$ cat config.mk
export PLATFORM = sky130hd
export DESIGN_NAME = pipe_ctrl
export DESIGN_NICKNAME = d
export VERILOG_FILES = /design/src/rtl/pipe_ctrl_pkg.sv /design/src/rtl/pipe_perf_cnt.sv /design/src/rtl/pipe_ctrl.sv
export SDC_FILE = /design/constraint.sdc
export NUM_CORES = 1
export LEC_CHECK = 0
export ABC_AREA = 1
export ABC_CLOCK_PERIOD_IN_PS = 2580
export CAP_MARGIN = 10
export CORE_UTILIZATION = 45
export DETAILED_ROUTE_END_ITERATION = 10
export GPL_ROUTABILITY_DRIVEN = 0
export MAX_ROUTING_LAYER = met4
export PLACE_DENSITY = 0.79
export SLEW_MARGIN = 20
export SYNTH_ARGS = -nofsm -noshare
export SYNTH_HDL_FRONTEND = slang
export SYNTH_SLANG_ARGS = --single-unit
$ cat constraint.sdc
create_clock -name clk -period 2.58 [get_ports clk]
set_input_delay 0.774 -clock clk [delete_from_list [all_inputs] [get_ports clk]]
set_output_delay 0.774 -clock clk [all_outputs]
set_load 0.005 [all_outputs]
$ cat src/rtl/pipe_ctrl_pkg.sv
// Shared pipeline-control types: FSM states, stage indices and stage-mask helpers.
package pipe_ctrl_pkg;

  localparam int unsigned NUM_STAGES  = 5;
  localparam int unsigned PIPE_PC     = 0;
  localparam int unsigned PIPE_IF_ID  = 1;
  localparam int unsigned PIPE_ID_EX  = 2;
  localparam int unsigned PIPE_EX_MEM = 3;
  localparam int unsigned PIPE_MEM_WB = 4;
  localparam int unsigned PERF_CNT_W  = 32;

  typedef enum logic [1:0] {
    ST_INIT = 2'd0,
    ST_RUN  = 2'd1,
    ST_PEND = 2'd2
  } state_e;

  typedef logic [NUM_STAGES-1:0] stage_vec_t;

  // One-hot mask selecting a single pipeline register.
  function automatic stage_vec_t stage_bit(input int unsigned s);
    stage_vec_t m;
    m = '0;
    for (int unsigned i = 0; i < NUM_STAGES; i++) begin
      if (i == s) m[i] = 1'b1;
    end
    return m;
  endfunction

  // Mask of every register upstream of stage s (those held while s takes a bubble).
  function automatic stage_vec_t stages_below(input int unsigned s);
    stage_vec_t m;
    m = '0;
    for (int unsigned i = 0; i < NUM_STAGES; i++) begin
      if (i < s) m[i] = 1'b1;
    end
    return m;
  endfunction

endpackage

$ cat src/rtl/pipe_perf_cnt.sv
// Enabled saturating event counter; compiled only when PIPE_CTRL_PERF_EN is defined.
`ifdef PIPE_CTRL_PERF_EN
module pipe_perf_cnt #(
  parameter int unsigned W = 32
) (
  input  logic         clk,
  input  logic         rst,
  input  logic         en_i,
  output logic [W-1:0] cnt_o
);

  logic [W-1:0] cnt_q;

  always_ff @(posedge clk or posedge rst) begin
    if (rst) begin
      cnt_q <= '0;
    end else if (en_i && (cnt_q != '1)) begin
      cnt_q <= cnt_q + W'(1);
    end
  end

  assign cnt_o = cnt_q;

endmodule
`endif

$ cat src/rtl/pipe_ctrl.sv
// Pipeline hazard controller: per-register pause/flush and PC redirect generation.
// Optional PIPE_CTRL_PERF_EN adds saturating stall and redirect counters.
`ifndef XLEN
`define XLEN 32
`endif

module pipe_ctrl
  import pipe_ctrl_pkg::*;
#(
  parameter int unsigned XLEN        = `XLEN,
  parameter int unsigned INIT_CYCLES = 2
) (
  input  logic            clk,
  input  logic            rst,
  input  logic            mem_busy,
  input  logic            ex_busy,
  input  logic            ld_use,
  input  logic            br_taken,
  input  logic [XLEN-1:0] br_target,
  output logic [4:0]      pause,
  output logic [4:0]      flush,
  output logic            pc_redirect,
  output logic [XLEN-1:0] pc_target
`ifdef PIPE_CTRL_PERF_EN
  ,
  output logic [PERF_CNT_W-1:0] stall_cnt,
  output logic [PERF_CNT_W-1:0] flush_cnt
`endif
);

  localparam int unsigned CNT_W = 4;
  localparam logic [CNT_W-1:0] INIT_LAST = CNT_W'(INIT_CYCLES - 1);

  state_e            state_q, state_d;
  logic [CNT_W-1:0]  cnt_q, cnt_d;
  logic [XLEN-1:0]   pend_q, pend_d;
  logic              busy;

  assign busy = mem_busy | ex_busy;

  always_ff @(posedge clk or posedge rst) begin
    if (rst) begin
      state_q <= ST_INIT;
      cnt_q   <= '0;
      pend_q  <= '0;
    end else begin
      state_q <= state_d;
      cnt_q   <= cnt_d;
      pend_q  <= pend_d;
    end
  end

  always_comb begin
    state_d     = state_q;
    cnt_d       = cnt_q;
    pend_d      = pend_q;
    pause       = '0;
    flush       = '0;
    pc_redirect = 1'b0;
    pc_target   = '0;

    // A busy stage takes a bubble in the register after it and holds everything upstream.
    if (state_q != ST_INIT) begin
      if (mem_busy) begin
        pause = stages_below(PIPE_MEM_WB);
        flush = stage_bit(PIPE_MEM_WB);
      end else if (ex_busy) begin
        pause = stages_below(PIPE_EX_MEM);
        flush = stage_bit(PIPE_EX_MEM);
      end
    end

    unique case (state_q)
      ST_INIT: begin
        pause = stage_bit(PIPE_PC);
        flush = ~stage_bit(PIPE_PC);
        cnt_d = cnt_q + CNT_W'(1);
        if (cnt_q == INIT_LAST) state_d = ST_RUN;
      end
      ST_RUN: begin
        if (busy) begin
          if (br_taken) begin
            pend_d  = br_target;
            state_d = ST_PEND;
          end
        end else if (br_taken) begin
          flush       = stage_bit(PIPE_IF_ID) | stage_bit(PIPE_ID_EX);
          pc_redirect = 1'b1;
          pc_target   = br_target;
        end else if (ld_use) begin
          pause = stages_below(PIPE_ID_EX);
          flush = stage_bit(PIPE_ID_EX);
        end
      end
      ST_PEND: begin
        // br_taken here is the replay of the branch already held in pend_q.
        if (!busy) begin
          flush       = stage_bit(PIPE_IF_ID) | stage_bit(PIPE_ID_EX);
          pc_redirect = 1'b1;
          pc_target   = pend_q;
          state_d     = ST_RUN;
        end
      end
      default: state_d = ST_INIT;
    endcase
  end

`ifdef PIPE_CTRL_PERF_EN
  pipe_perf_cnt #(.W(PERF_CNT_W)) u_stall_cnt (
    .clk   (clk),
    .rst   (rst),
    .en_i  ((state_q != ST_INIT) && (|pause)),
    .cnt_o (stall_cnt)
  );

  pipe_perf_cnt #(.W(PERF_CNT_W)) u_flush_cnt (
    .clk   (clk),
    .rst   (rst),
    .en_i  (pc_redirect),
    .cnt_o (flush_cnt)
  );
`endif

endmodule

==> impl_metrics.json, run 1 <==
{
  "status": "complete, but fails checks",
  "failed_checks": "setup timing",
  "hold_buffers": 0,
  "power_uw": 3090,
  "timing.final.max_slew_violations": 0,
  "setup-violations-final": 4,
  "drt-wirelength-per-cell_um": 13.5,
  "synth_seq_area_share": 0.396,
  "area_growth_pct": 50.3,
  "finalWorstSetupSlack_ns": -0.0265,
  "cts_max_path_buffers": 2,
  "port_buffers": 78,
  "critPathArrivalTime_ns": 1.83,
  "vias": 2341,
  "num-nets-final": 458,
  "clock_sink_count": 38,
  "postPlaceCellArea_sq_um": 3340,
  "crit-reg2reg-launch": "state_q[0]",
  "worstSetupEndpointType": "output port",
  "reg2reg_depth": 7,
  "grt_antenna_before_repair": 0,
  "timing.final.hold_violations": 0,
  "finalClockSkew_ns": 0.00530,
  "final_layout_size_suffix_gt1_frac": 0.388,
  "regToRegSetupSlack_ns": 1.03,
  "die_outline_height_um": 75.1,
  "dp_cells": 460,
  "clockRootBuffer": "sky130_fd_sc_hd__clkbuf_8",
  "floorplan.die_area_sq_um": 5640,
  "clock_network_latency_to_the_later_pin_of_the_worst_skew_pair_ns": 0.28,
  "cts_made_buffers": 5,
  "drc": 0,
  "antenna_left": 0,
  "die_width_um": 75.1,
  "post_synth_instance_area_sq_um": 2400,
  "final_area_sq_um": 3610,
  "io-pin-count": 81,
  "routed_via_density": 4.83,
  "final_period_minus_worst_setup_slack_ns": 2.61,
  "origin_of_the_worst_min_delay_path": "cnt_q[3]",
  "criticalPathCategory": "in2out",
  "post-route-util": 0.703,
  "cp-start-kind": "input port",
  "yosys_warnings": 0,
  "cts_tree": "built",
  "cp_data_required_time_ns": 1.81,
  "synth.distinct_cells": 31,
  "grt_pass1_vias": 2330,
  "path_clk_slew_ns": 0.07,
  "row_count": 26,
  "postRouteWirelength_mm": 6.53,
  "insertedDiodeCount": 0,
  "floorplan.core_area_sq_um": 5140,
  "max_cap_violations": 0,
  "worstHoldPathType": "reg2reg",
  "grt_usage": 0.259,
  "floorplan.initialDensity": 0.468,
  "layout.filler_cells": 443,
  "timing.hold.worst_path_depth": 1,
  "register_area_sq_um": 951,
  "rsz0062_at_grt": "yes",
  "slowest_stage_cell_on_the_critical_path": "sky130_fd_sc_hd__nor2_4",
  "post_layout_nonfiller_instances": 485,
  "power-per-cell-area_nw_per_um2": 855,
  "grt_overflow_total": 0,
  "synth.avg_cell_area_sq_um": 7.73,
  "synth.ff_latch_count": 38,
  "r2r-end": "pend_q[11]",
  "critical_path.cell_chain": "buf_8, nor2_4, nand2_4, nor2_8, buf_12, buf_12, buf_8, nand2_2, a21oi_2, buf_2",
  "setup-tns-final_ns": -0.0590,
  "htreeDepth": 2,
  "vdd_drop_max_mv": 0.641,
  "netlist_instances": 311,
  "timing.critical_path.slowest_cell_delay_ns": 0.14,
  "multi_input_combinational_cell_area_sq_um": 1280,
  "detail_route.first_pass.iterations": 4,
  "fin_crit_sh": 1.01,
  "worst_hold_path.endpoint": "cnt_q[3]",
  "cellLeakagePower_uw": 0.00177,
  "max_clk_rate_mhz": 384,
  "worstPathMaxFanout": 7,
  "dpl.hpwl_mm": 4.16,
  "drtIter0Drc": 117,
  "grt_max_degree": 39,
  "grt_pass1_wl_mm": 10.6
}
-- report_power, final --
group          switching (uW)  internal (uW)  leakage, uW
Clock                     203            216    0.0000482
Combinational             891            729      0.00125
Sequential                176            873     0.000474
-- layout make-up --
cell class,count,share of cell area
Clock buffer,7,0.0239
Clock inverter,1,0.00139
Inverter,47,0.0488
Multi-Input combinational cell,209,0.356
Sequential cell,38,0.263
Tap cell,70,0.0242
Timing Repair Buffer,113,0.283
-- registers in the layout, indices dropped and copies added, names as in the netlist --
register  count
cnt_q         4
pend_q       32
state_q       2
-- through the flow --
stage,worst slack (ns),hold slack [ns]
floorplan,0.348,0.447
global placement,-0.712,0.467
detailed placement,-0.759,0.475
CTS,-0.0638,0.490
global route,-0.0806,0.508
finish,-0.0265,0.486
-- cells in the final DEF, fill, tap and decap left out, drive strengths merged, types with 5 or more instances in the layout --
cell	Yosys	final
nand2	113	113
inv	47	47
dfrtp	38	38
ha	6	6
clkdlybuf4s50	0	35
a21oi	34	34
clkbuf	3	8
o21ai	33	33
buf	15	73
nor2	5	5
-- Yosys cell counts --
master,instances,share of area
sky130_fd_sc_hd__a21oi_1,19,0.040
sky130_fd_sc_hd__inv_2,4,0.0062
sky130_fd_sc_hd__nand4_1,3,0.0078
sky130_fd_sc_hd__o21ai_0,1,0.0021
sky130_fd_sc_hd__buf_12,1,0.0083
sky130_fd_sc_hd__a21oi_2,15,0.055
sky130_fd_sc_hd__xnor2_1,1,0.0036
sky130_fd_sc_hd__o21ai_1,32,0.067
sky130_fd_sc_hd__nor2_8,1,0.0083
sky130_fd_sc_hd__nand2_4,2,0.0094
sky130_fd_sc_hd__o21a_1,1,0.0031
sky130_fd_sc_hd__o211ai_1,2,0.0062
sky130_fd_sc_hd__buf_6,4,0.019
sky130_fd_sc_hd__ha_1,6,0.031
sky130_fd_sc_hd__o22ai_1,2,0.0052
sky130_fd_sc_hd__nor2_4,2,0.0094
sky130_fd_sc_hd__inv_1,43,0.067
sky130_fd_sc_hd__conb_1,1,0.0016
sky130_fd_sc_hd__xor2_1,2,0.0073
sky130_fd_sc_hd__o31ai_1,1,0.0031
sky130_fd_sc_hd__nor2_1,2,0.0031
sky130_fd_sc_hd__buf_8,1,0.0062
sky130_fd_sc_hd__nand3_4,1,0.0073
sky130_fd_sc_hd__clkbuf_1,3,0.0047
sky130_fd_sc_hd__buf_4,5,0.016
sky130_fd_sc_hd__dfrtp_1,38,0.40
sky130_fd_sc_hd__nand2_2,19,0.049
sky130_fd_sc_hd__nand2_1,92,0.14
sky130_fd_sc_hd__nand3_1,2,0.0042
sky130_fd_sc_hd__nor3_1,1,0.0021
sky130_fd_sc_hd__buf_2,4,0.0083
-- what timing repair did --
action                                  CTS  global route
pin swaps                                14             7
endpoints found under the setup margin   41            38
gates resized for setup                 193            29
buffers inserted                         15             3
gates cloned                              3             0
-- how the worst max path moves through the flow --
stage,cells after the start,from,to,slack [ns]
2_1_floorplan,6,mem_busy,pc_target[12],0.35
6_report,10,mem_busy,pc_target[18],-0.03
5_1_grt,10,mem_busy,pc_target[18],-0.08
4_1_cts,10,ex_busy,pc_target[1],-0.06
3_5_place_dp,8,mem_busy,pc_target[13],-0.76
3_3_place_gp,8,mem_busy,pc_target[1],-0.71
-- critical path, delay by kind of cell --
family / cells / cell delay [ns]
AO/OA/AOI/OAI: 1 / 0.11
buffers and inverters: 5 / 0.58
AND/OR/NAND/NOR: 4 / 0.37
-- metal layers --
layer,GRT usage,part of all wire
met4,0.109,0.021
met2,0.437,0.52
met3,0.0469,0.041
met1,0.304,0.42
met5,-,0
-- cells by family (layout without fill, tap and decap cells) --
| kind of cell | count (synthesis) | after routing | synth area share |
|---|---|---|---|
| flops | 38 | 38 | 0.396 |
| compound gates | 73 | 73 | 0.181 |
| simple gates | 125 | 125 | 0.245 |
| buf+inv | 65 | 168 | 0.135 |
| other cells | 1 | 2 | 0.00156 |
| fa+ha+maj | 6 | 6 | 0.0312 |
| xor+xnor | 3 | 3 | 0.0109 |
No activity file was read; power rests on OpenSTA's default activity.
==> run 2: changes to the inputs <==
--- a/config.mk
+++ b/config.mk
@@ -11,6 +11,7 @@
 export CORE_UTILIZATION = 45
 export DETAILED_ROUTE_END_ITERATION = 10
 export GPL_ROUTABILITY_DRIVEN = 0
+export GPL_TIMING_DRIVEN = 1
 export MAX_ROUTING_LAYER = met4
 export PLACE_DENSITY = 0.79
 export SLEW_MARGIN = 20
==> results of run 2 <==
The final DEF is identical to that of run 1; final timing and power are the same.
